[src/rtl/alsu_display_mux.sv]
// Time-multiplexed seven-segment driver for the ALSU result.
// Frame-synchronous double buffer; hex, sign-magnitude and zero-blanking.
module alsu_display_mux #(
  parameter int DATA_W     = 6,
  parameter int NUM_DIGITS = 4,
  parameter int SCAN_DIV   = 262144
) (
  input  logic                  clock_100Mhz,
  input  logic                  reset,
  input  logic                  valid,
  input  logic [DATA_W-1:0]     out_ALU,
  input  logic                  clear,
  input  logic                  signed_mode,
  input  logic                  blank_lz,
  output logic [NUM_DIGITS-1:0] Anode_Activate,
  output logic [6:0]            LED_out,
  output logic                  frame_pulse
);

  localparam int PW = $clog2(SCAN_DIV);
  localparam int IW = (NUM_DIGITS > 1) ? $clog2(NUM_DIGITS) : 1;
  localparam int XW = 4 * NUM_DIGITS;
  localparam logic [PW-1:0] PRE_LAST = PW'(SCAN_DIV - 1);
  localparam logic [IW-1:0] IDX_LAST = IW'(NUM_DIGITS - 1);
  localparam logic [6:0] SEG_DASH  = 7'b1111110;
  localparam logic [6:0] SEG_BLANK = 7'b1111111;

  logic [PW-1:0]     pre;
  logic [IW-1:0]     idx;
  logic              pre_wrap;
  logic              frame_end;
  logic [DATA_W-1:0] data_reg;
  logic              have_data;
  logic [DATA_W-1:0] disp_data;
  logic              disp_have;
  logic              disp_signed;
  logic              disp_blz;
  logic [DATA_W:0]   sext;
  logic [DATA_W:0]   mag;
  logic [XW-1:0]     mag_ext;
  logic              neg;
  logic [3:0]        nibs [NUM_DIGITS];
  logic [IW-1:0]     hi;
  logic [IW-1:0]     sign_pos;
  logic [6:0]        seg;

  assign pre_wrap    = (pre == PRE_LAST);
  assign frame_end   = pre_wrap && (idx == IDX_LAST);
  assign frame_pulse = frame_end;

  function automatic logic [6:0] glyph(input logic [3:0] n);
    logic [6:0] g;
    unique case (n)
      4'h0: g = 7'b0000001;
      4'h1: g = 7'b1001111;
      4'h2: g = 7'b0010010;
      4'h3: g = 7'b0000110;
      4'h4: g = 7'b1001100;
      4'h5: g = 7'b0100100;
      4'h6: g = 7'b0100000;
      4'h7: g = 7'b0001111;
      4'h8: g = 7'b0000000;
      4'h9: g = 7'b0000100;
      4'hA: g = 7'b0001000;
      4'hB: g = 7'b1100000;
      4'hC: g = 7'b0110001;
      4'hD: g = 7'b1000010;
      4'hE: g = 7'b0110000;
      4'hF: g = 7'b0111000;
    endcase
    return g;
  endfunction

  always_ff @(posedge clock_100Mhz or posedge reset) begin
    if (reset) begin
      pre <= '0;
      idx <= '0;
    end else if (pre_wrap) begin
      pre <= '0;
      idx <= (idx == IDX_LAST) ? '0 : idx + 1'b1;
    end else begin
      pre <= pre + 1'b1;
    end
  end

  always_ff @(posedge clock_100Mhz or posedge reset) begin
    if (reset) begin
      data_reg  <= '0;
      have_data <= 1'b0;
    end else if (clear) begin
      have_data <= 1'b0;
    end else if (valid) begin
      data_reg  <= out_ALU;
      have_data <= 1'b1;
    end
  end

  // Display buffer only changes at frame end so a frame never tears.
  always_ff @(posedge clock_100Mhz or posedge reset) begin
    if (reset) begin
      disp_data   <= '0;
      disp_have   <= 1'b0;
      disp_signed <= 1'b0;
      disp_blz    <= 1'b0;
    end else if (frame_end) begin
      disp_data   <= data_reg;
      disp_have   <= have_data;
      disp_signed <= signed_mode;
      disp_blz    <= blank_lz;
    end
  end

  assign sext    = {disp_data[DATA_W-1], disp_data};
  assign neg     = disp_signed & disp_data[DATA_W-1];
  assign mag     = neg ? -sext : {1'b0, disp_data};
  assign mag_ext = {{(XW-DATA_W-1){1'b0}}, mag};

  always_comb begin
    hi = '0;
    for (int k = 0; k < NUM_DIGITS; k++) begin
      nibs[k] = mag_ext[4*k +: 4];
      if (nibs[k] != 4'h0) hi = IW'(k);
    end
  end

  assign sign_pos = disp_blz ? hi + 1'b1 : IDX_LAST;

  always_comb begin
    seg = SEG_DASH;
    if (!disp_have)
      seg = SEG_DASH;
    else if (neg && idx == sign_pos)
      seg = SEG_DASH;
    else if (disp_blz && idx > hi)
      seg = SEG_BLANK;
    else
      seg = glyph(nibs[idx]);
  end

  always_ff @(posedge clock_100Mhz or posedge reset) begin
    if (reset) begin
      Anode_Activate <= '1;
      LED_out        <= SEG_BLANK;
    end else begin
      Anode_Activate <= ~(NUM_DIGITS'(1) << idx);
      LED_out        <= seg;
    end
  end

endmodule

[config.mk]
export PLATFORM = sky130hd
export DESIGN_NAME = alsu_display_mux
export DESIGN_NICKNAME = d
export VERILOG_FILES = /design/src/rtl/alsu_display_mux.sv
export SDC_FILE = /design/constraint.sdc
export NUM_CORES = 1
export LEC_CHECK = 0
export ABC_AREA = 0
export BUFFER_PORTS_ARGS = -buffer_cell sky130_fd_sc_hd__buf_4
export CAP_MARGIN = 20
export CELL_PAD_IN_SITES_DETAIL_PLACEMENT = 1
export CELL_PAD_IN_SITES_GLOBAL_PLACEMENT = 2
export CORE_ASPECT_RATIO = 0.7
export CORE_MARGIN = 2
export CORE_UTILIZATION = 35
export CTS_CLUSTER_DIAMETER = 100
export DETAILED_ROUTE_END_ITERATION = 10
export HOLD_SLACK_MARGIN = 0.05
export MAX_ROUTING_LAYER = met4
export PLACE_DENSITY_LB_ADDON = 0.08
export SYNTH_ARGS = -nofsm -noshare
export SYNTH_HDL_FRONTEND = slang
export SYNTH_SLANG_ARGS = --single-unit
export TNS_END_PERCENT = 50
[constraint.sdc]
create_clock -name clock_100Mhz -period 2.5 [get_ports clock_100Mhz]
set_input_delay 0.5 -clock clock_100Mhz [delete_from_list [all_inputs] [get_ports clock_100Mhz]]
set_output_delay 0.5 -clock clock_100Mhz [all_outputs]
set_load 0.1 [all_outputs]
==> flow_metrics.tcl, run 1 <==
set metrics [dict create \
    grt_pass1_wl_um 8760 \
    p_comb_share_pct 4.1 \
    synthTopCellsByArea "dfrtp_1 (37%), dfstp_2 (12%), mux2_2 (7.3%)" \
    yosysMostFrequentCell "dfrtp_1" \
    p_per_area_nw_per_um2 435 \
    internal-power_mw 1.00 \
    cp-end-kind "flip-flop" \
    tritoncts "done" \
    rows 25 \
    routed_wl_um 5270 \
    htreeDepth 2 \
    top_register "pre" \
    p_leak_nw 1.31 \
    syn_area_um2 2460 \
    holdCritPathClass "in2async" \
    synth_top_area_cell "dfrtp_1" \
    viasPerCell 4.87 \
    grt.total_usage_pct 15.2 \
    cts_root_buf "clkbuf_8" \
    clock.fmax_ghz 0.418 \
    hold_buffers 0 \
    die_y_um 74.2 \
    ys_seq_area_share_pct 48.3 \
    synth_warnings 0 \
    diodes 0 \
    synthCells 225 \
    areaGrowthSynthToFinish_pct 20.5 \
    wire_per_inst_um 14.5 \
    slew_headroom_pct 60.0 \
    synth_commonest_cells "dfrtp_1 (36), nor2_1 (20), nand2_1 (17)" \
    finalSetupViolCount 0 \
    grt_overflow 0 \
    min_period_ns 2.39 \
    clockPowerShare_pct 34.9 \
    first_global_vias 1722 \
    largestRegisters "pre x18, LED_out x7" \
    synthDistinctLibCells 49 \
    antenna_found_initial 0 \
    drtPass1Iterations 4 \
    status "complete, no violations" \
    finalWorstSetupSlack_ns 0.109 \
    synth_enable_flop_cells 0 \
    clock_skew_ns 0.00631 \
    drive_above_1_share_pct 36.8 \
    worst_hold_slack_ns 0.348 \
    start_kind "flip-flop" \
    largest_reg_flops 18 \
    ios 24 \
    rsz0062_at_grt "yes" \
    swShare_pct 22.4 \
    drt_iter0_markers 85 \
    antenna_left 0 \
    async_reset_ff_share_pct 100 \
    dp_hpwl_um 3880 \
    clk_latency_ns 0.30 \
    crit_type "reg2reg" \
    timing.final.crit_share_pct 95.7 \
    ys_ff_latch 47 \
    seq_power_share_pct 60.9 \
    via_count 1768 \
    coreArea_um2 6790 \
    worstPathRequired_ns 2.71 \
    clk_path_buf_depth 2 \
    clkTransAtPathRegs_ns 0.09 \
    max-cap-violations 0 \
    start_util_pct 36.3 \
    die_w_um 104 \
    hold_violations 0 \
    avgSynthCellArea_um2 10.9 \
    cp_max_fo 4 \
    postSynthNetCount 250 \
    gp_congestion 0.799 \
    cts.sink_count 47 \
    crit_arrival_ns 2.60 \
    tightest_slew_ns 0.599 \
    dieArea_um2 7730 \
    finalMaxSlewViolations 0 \
    place_ws_ns 0.0427 \
    fin_util_pct 43.7 \
    fillers 769 \
    ys.flop_type "dfrtp_1" \
    drc 0 \
    netlist.area_leader.share_pct 36.6 \
    grt_max_degree 48 \
    cts_inserted_buffers 5 \
    portBuffers 23 \
    p_switching_mw 0.289 \
    max-vdd-ir-drop_mv 0.160 \
    fin_nets 293 \
]
-- through the flow --
step	power, mW	instances	cell area, um2	TNS, ns
6_report	1.29	363	2970	0
3_5_place_dp	0.858	353	2850	0
2_1_floorplan	0.831	225	2460	0
4_1_cts	1.32	361	2930	0
5_1_grt	1.36	363	2970	-0.0494
3_3_place_gp	0.856	353	2850	0
-- layer usage --
| metal | global-route usage (%) | share of wire, % |
|---|---|---|
| met2 | 21.1 | 42 |
| met1 | 22.3 | 55 |
| met4 | 4.50 | 0.93 |
| met5 | - | 0 |
| met3 | 2.89 | 2.4 |
-- worst max-delay path: stages, from the launching register on --
cell and delay (ns):
dfrtp_1 0.35, inv_1 0.06, ha_1 0.20, nor3b_2 0.16
or3_4 0.38, a311oi_4 0.39, ha_2 0.25, nor2_2 0.05
a211o_1 0.24, a311oi_2 0.22
-- cell type report --
class	instances	area [um2]	area share, %
Clock buffer	7	76.3	2.57
Clock inverter	1	5.00	0.169
Inverter	14	52.6	1.77
Multi-Input combinational cell	159	1220	41.1
Sequential cell	47	1190	40.1
Tap cell	94	118	3.96
Timing Repair Buffer	41	308	10.4
-- power by group through the flow --
stage / Sequential, mW / Clock [mW] / Combinational (mW)
final: 0.787 / 0.451 / 0.0535
after global routing: 0.789 / 0.507 / 0.0608
after CTS: 0.787 / 0.476 / 0.0564
after detailed placement: 0.802 / 0 / 0.0563
after global placement: 0.801 / 0 / 0.0550
after floorplan: 0.799 / 0 / 0.0313
-- timing repair --
item / in CTS / in global routing
endpoints found under the setup margin: 0 / 6
gates resized for setup: 0 / 10
setup buffers: 0 / 2
-- layout by cell type (no fill, tap or decap), types with 2 or more instances in the layout --
cell type,synthesis,final
nor2_1,20,18
a31oi_1,2,2
nor2_2,2,4
dfstp_2,11,11
mux2_2,16,16
inv_1,14,11
nor3b_2,2,2
nor2b_1,2,2
nand4_1,6,6
nand2_1,17,17
o22ai_1,2,2
xor2_1,6,6
dfrtp_1,36,36
ha_1,13,12
clkbuf_8,0,5
nor3_1,3,3
and2_1,3,3
inv_2,0,3
nor4_1,2,2
and3_1,2,2
a21oi_1,4,3
o21ai_1,1,3
o21ai_0,9,7
xnor2_1,11,11
buf_4,2,41
clkbuf_1,1,2
nand3_1,11,11
mux2i_1,2,2
-- worst paths after layout --
path / depth (start not counted) / slack, ns / end / startpoint
max: 9 / 0.11 / LED_out[0] / disp_data[0]
min: 3 / 0.35 / data_reg[4] / reset
max reg2reg: 9 / 0.11 / LED_out[0] / disp_data[0]
min reg2reg: 1 / 0.48 / pre[16] / pre[16]
max in group asynchronous: 3 / 1.74 / idx[0] / reset
min in group clock_100Mhz: 2 / 0.35 / have_data / clear
-- logic make-up (layout without fill, tap and decap cells) --
logic type                 count (synthesis)  in the layout  share of synthesized area, %
and+or+nand+nor                           79             79                          17.1
DFF                                       47             47                          48.3
AOI/OAI and AO/OA                         30             30                          8.94
muxes                                     19             19                          9.04
buffers and inverters                     19             63                          3.30
xor gates and xnor gates                  18             18                          6.71
adders and majority gates                 13             13                          6.61
No activity file was read; power rests on OpenSTA's default activity.
==> run 2, diff against run 1 <==
Settings changed: MAX_ROUTING_LAYER met4 to unset.
==> run 2 against run 1 <==
Net effect: non-clock buffer count unchanged; design area stayed put; clock power about the same; first-iteration DRC count rose by 1.2%; routed wire length is 0.21% lower; die area stayed put; largest cell class unchanged; largest power group unchanged.
==> flow_metrics.tcl, run 2 (synthesis results as in run 1) <==
set metrics [dict create \
    status "complete, no violations" \
    finalSetupViolCount 0 \
    layout_common_cells "buf_4 (41), dfrtp_1 (36), nor2_1 (18)" \
    grt_pass1_wl_um 8760 \
    cp_max_fo 4 \
    finalPower_mw 1.29 \
    p_leak_nw 1.31 \
    portBuffers 23 \
    via_count 1775 \
    clkTransAtPathRegs_ns 0.09 \
    multi_input_area_um2 1220 \
    rows 25 \
    largestRegisters "pre x18, LED_out x7" \
    rsz0062_at_grt "yes" \
    routed_wl_um 5260 \
    cts_inserted_buffers 5 \
    cts_root_buf "clkbuf_8" \
    worst_path_dominant_cell_family "compound AO/OA/AOI/OAI gates" \
    clk_path_buf_depth 2 \
    regArea_um2 1190 \
    diodes 0 \
    p_comb_share_pct 4.1 \
    hold_buffers 0 \
    top_register "pre" \
    gp_congestion 0.788 \
    hold_violations 0 \
    drive_above_1_share_pct 36.8 \
    ios 24 \
    start_util_pct 36.3 \
    wire_per_inst_um 14.5 \
    grt_max_degree 48 \
    drtPass1Iterations 4 \
    max-cap-violations 0 \
    drc 0 \
    slew_headroom_pct 60.2 \
    p_per_area_nw_per_um2 435 \
    fillers 769 \
    drt_iter0_markers 86 \
    antenna_found_initial 0 \
    cp-end-kind "flip-flop" \
    clockPowerShare_pct 35.0 \
    critPathSlowestCell "a311oi_4" \
    holdCritPathClass "in2async" \
    tritoncts "done" \
    swShare_pct 22.4 \
    fin_nets 293 \
    clk_latency_ns 0.30 \
    fin_util_pct 43.7 \
    clock_skew_ns 0.00565 \
    start_kind "flip-flop" \
    htreeDepth 2 \
    crit_arrival_ns 2.60 \
    grt_overflow 0 \
    p_switching_mw 0.289 \
    max_stage_delay_ns 0.39 \
    viasPerCell 4.89 \
    seq_power_share_pct 60.9 \
    cp_cell_sequence "inv_1 -> ha_1 -> nor3b_2 -> or3_4 -> a311oi_4 -> ha_2 -> nor2_2 -> a211o_1 -> a311oi_2" \
    layout_commonest_cell "buf_4" \
    crit_buf_inv 1 \
    die_y_um 74.2 \
    internal-power_mw 1.00 \
    coreArea_um2 6790 \
    crit_type "reg2reg" \
    clock.fmax_ghz 0.418 \
    tightest_slew_ns 0.597 \
    die_w_um 104 \
    areaGrowthSynthToFinish_pct 20.5 \
    worstPathRequired_ns 2.71 \
    finalMaxSlewViolations 0 \
    min_period_ns 2.39 \
    dieArea_um2 7730 \
    timing.final.crit_share_pct 95.7 \
    first_global_vias 1724 \
    antenna_left 0 \
    grt.total_usage_pct 14.7 \
    max-vdd-ir-drop_mv 0.160 \
    cts.sink_count 47 \
    dp_hpwl_um 3880 \
    largest_reg_flops 18 \
]
[run 2: cell counts in the layout (fill, tap and decap cells not counted)]
Identical to the previous run, type by type.
[run 2: final cells by class]
type / count / area share (%)
inverter: 14 / 1.77
timing repair buffer: 41 / 10.4
clock inverter: 1 / 0.169
clock buffer: 7 / 2.57
sequential: 47 / 40.1
multi-input combinational: 159 / 41.1
tap: 94 / 3.96
[run 2: final timing paths]
path                                    end  cells after the start    startpoint  slack (ns)
worst max-delay path             LED_out[0]                      9  disp_data[0]        0.11
worst min-delay path            data_reg[4]                      3         reset        0.35
worst max register to register   LED_out[0]                      9  disp_data[0]        0.11
worst min register to register      pre[16]                      1       pre[16]        0.48
max in group asynchronous         disp_have                      3         reset        1.75
min in group clock_100Mhz         have_data                      2         clear        0.35
[run 2: timing repair]
action / CTS / global route
endpoints found under the hold margin: 0 / 0
gates resized for setup: 0 / 10
setup endpoints to repair: 0 / 6
setup buffers: 0 / 2
[run 2: routing by layer]
layer / wire length [um] / track usage [%]
met5: 0 / 0
met4: 51 / 4.50
met3: 127 / 2.89
met2: 2200 / 21.1
met1: 2890 / 22.3
[run 2: power groups by stage]
| stage | Combinational [mW] | Clock (mW) | Sequential, mW |
|---|---|---|---|
| global placement | 0.0550 | 0 | 0.801 |
| floorplan | 0.0313 | 0 | 0.799 |
| CTS | 0.0564 | 0.476 | 0.787 |
| detailed placement | 0.0563 | 0 | 0.802 |
| finish | 0.0534 | 0.452 | 0.787 |
| global route | 0.0608 | 0.507 | 0.789 |
[run 2: through the flow]
step,setup slack (ns),hold WS [ns],setup TNS (ns),cell area [um2],instances
final,0.107,0.347,0,2970,363
after global routing,-0.0268,0.357,-0.0497,2970,363
after CTS,0.0243,0.346,0,2930,361
after detailed placement,0.0427,0.477,0,2850,353
after global placement,0.109,0.475,0,2850,353
after floorplan,0.0859,0.439,0,2460,225
[run 2: tightest hold or removal path, stage by stage]
cell and delay [ns]:
buf_4 0.11, inv_2 0.03, buf_4 0.48
==> run 3, diff against run 2 <==
Settings changed: RECOVER_POWER set to 100, SETUP_SLACK_MARGIN set to 0.5.
==> run 3 against run 2 <==
Net effect: via count grew 4.7%; sequential share of layout area shrank 2.5 points; cell count grew 4.4%; maximum frequency grew 4.9%; utilization grew 3.1 points; clock skew grew 0.0011 ns; total power grew 0.80%; global-route usage grew 0.60 points; worst hold slack lost 0.036 ns.
==> flow_metrics.tcl, run 3 (synthesis results as in run 1) <==
set metrics [dict create \
    top_register "pre" \
    p_leak_nw 1.34 \
    grt_pass1_wl_um 9270 \
    via_count 1858 \
    timing.final.crit_share_pct 91.3 \
    layout_common_cells "buf_4 (34), dfrtp_1 (31), nand2_1 (18)" \
    grt_overflow 0 \
    p_switching_mw 0.301 \
    tritoncts "done" \
    setup_tns_ns 0 \
    viasPerCell 4.90 \
    fin_nets 309 \
    start_kind "flip-flop" \
    diodes 0 \
    areaGrowthSynthToFinish_pct 29.1 \
    hold_buffers 0 \
    rsz0062_at_grt "yes" \
    grt_max_degree 20 \
    largestRegisters "pre x18, LED_out x7" \
    antenna_left 0 \
    drtPass1Iterations 4 \
    hold_violations 0 \
    p_comb_share_pct 3.9 \
    routed_wl_um 5800 \
    r2r_start "disp_data[0]" \
    coreArea_um2 6790 \
    holdCritPathClass "in2async" \
    ios 24 \
    clock_skew_ns 0.00671 \
    cp-end-kind "output pin" \
    clk_latency_ns 0.31 \
    antenna_found_initial 0 \
    dp_hpwl_um 3980 \
    internal-power_mw 1.00 \
    portBuffers 23 \
    min_period_ns 2.28 \
    clk_path_buf_depth 2 \
    largest_reg_flops 18 \
    slew_headroom_pct 22.6 \
    finalSetupViolCount 0 \
    drc 0 \
    grt.total_usage_pct 15.3 \
    max-cap-violations 0 \
    wire_per_inst_um 15.3 \
    seq_power_share_pct 60.5 \
    start_util_pct 36.3 \
    drive_above_1_share_pct 42.5 \
    clkTransAtPathRegs_ns 0.09 \
    crit_arrival_ns 1.78 \
    p_per_area_nw_per_um2 410 \
    worstPathRequired_ns 2.00 \
    worst_hold_slack_ns 0.311 \
    crit_type "reg2out" \
    htreeDepth 2 \
    clockPowerShare_pct 35.5 \
    cts.sink_count 47 \
    die_w_um 104 \
    first_global_vias 1836 \
    rows 25 \
    startpoint "idx[1]" \
    cp_max_fo 5 \
    layout_commonest_cell "buf_4" \
    fillers 761 \
    finalMaxSlewViolations 0 \
    dieArea_um2 7730 \
    max-vdd-ir-drop_mv 0.192 \
    gp_congestion 0.805 \
    die_y_um 74.2 \
    cts_inserted_buffers 5 \
    tightest_slew_ns 1.17 \
    status "complete, no violations" \
    clock.fmax_ghz 0.438 \
    swShare_pct 23.1 \
    cts_root_buf "clkbuf_8" \
    drt_iter0_markers 28 \
]
[run 3: cell types whose count changed in the layout (fill, tap and decap cells not counted), sizes merged]
cell,delta
inv,-1
clkbuf,+22
clkinv,+1
buf,-6
[run 3: per-stage QoR]
step           utilization [%]  std cells  worst slack (ns)  power [mW]  area (um2)
2_1_floorplan                -        225             0.299       0.831        2480
3_3_place_gp              41.7        348             0.144       0.856        2830
3_5_place_dp              41.7        348            0.0606       0.859        2830
4_1_cts                   44.5        362             0.215        1.32        3020
5_1_grt                   46.8        379             0.120        1.36        3180
6_report                  46.8        379             0.218        1.30        3180
[run 3: power by group through the flow]
stage                     Combinational (mW)  Clock, mW  Sequential (mW)
after floorplan                       0.0313          0            0.799
after detailed placement              0.0552          0            0.804
after global routing                  0.0594      0.512            0.792
after CTS                             0.0552      0.477            0.789
after global placement                0.0531          0            0.803
final                                 0.0510      0.463            0.788
[run 3: layout make-up]
cell class | instances | area [um2] | share of cell area, %
Sequential cell | 47 | 1200 | 37.6
Tap cell | 94 | 118 | 3.70
Multi-Input combinational cell | 159 | 1330 | 41.8
Clock buffer | 7 | 76.3 | 2.40
Timing Repair Buffer | 57 | 403 | 12.7
Inverter | 14 | 52.6 | 1.65
Clock inverter | 1 | 5.00 | 0.157
[run 3: repair_timing]
item,in CTS,in global routing
cloned,0,1
buffers inserted,6,16
endpoints found under the hold margin,0,0
setup endpoints to repair,8,19
resized for setup,15,33
pin swaps,3,11
[run 3: per-layer routing]
| layer | wire length (um) | part of all wire (%) | up-vias | track usage [%] |
|---|---|---|---|---|
| met4 | 59 | 1.0 | 0 | 4.05 |
| met3 | 174 | 3.0 | 7 | 3.42 |
| met1 | 3090 | 53 | 924 | 22.7 |
| met2 | 2480 | 43 | 23 | 22.6 |
| li1 | - | - | 904 | - |
| met5 | 0 | 0 | - | 0 |
[run 3: final timing paths]
kind,end,slack (ns),cells after the start
max reg2reg,LED_out[5],0.26,12
min,data_reg[5],0.31,2
min in group clock_100Mhz,have_data,0.37,2
max in group asynchronous,pre[2],0.84,3
max,frame_pulse,0.22,5
min reg2reg,pre[0],0.47,1
[run 3: worst max-delay path: stages, from the launching register on]
cell,delay (ns)
dfrtp_1,0.47
clkbuf_1,0.35
ha_4,0.20
nand3_1,0.12
nor2_4,0.14
buf_12,0.18
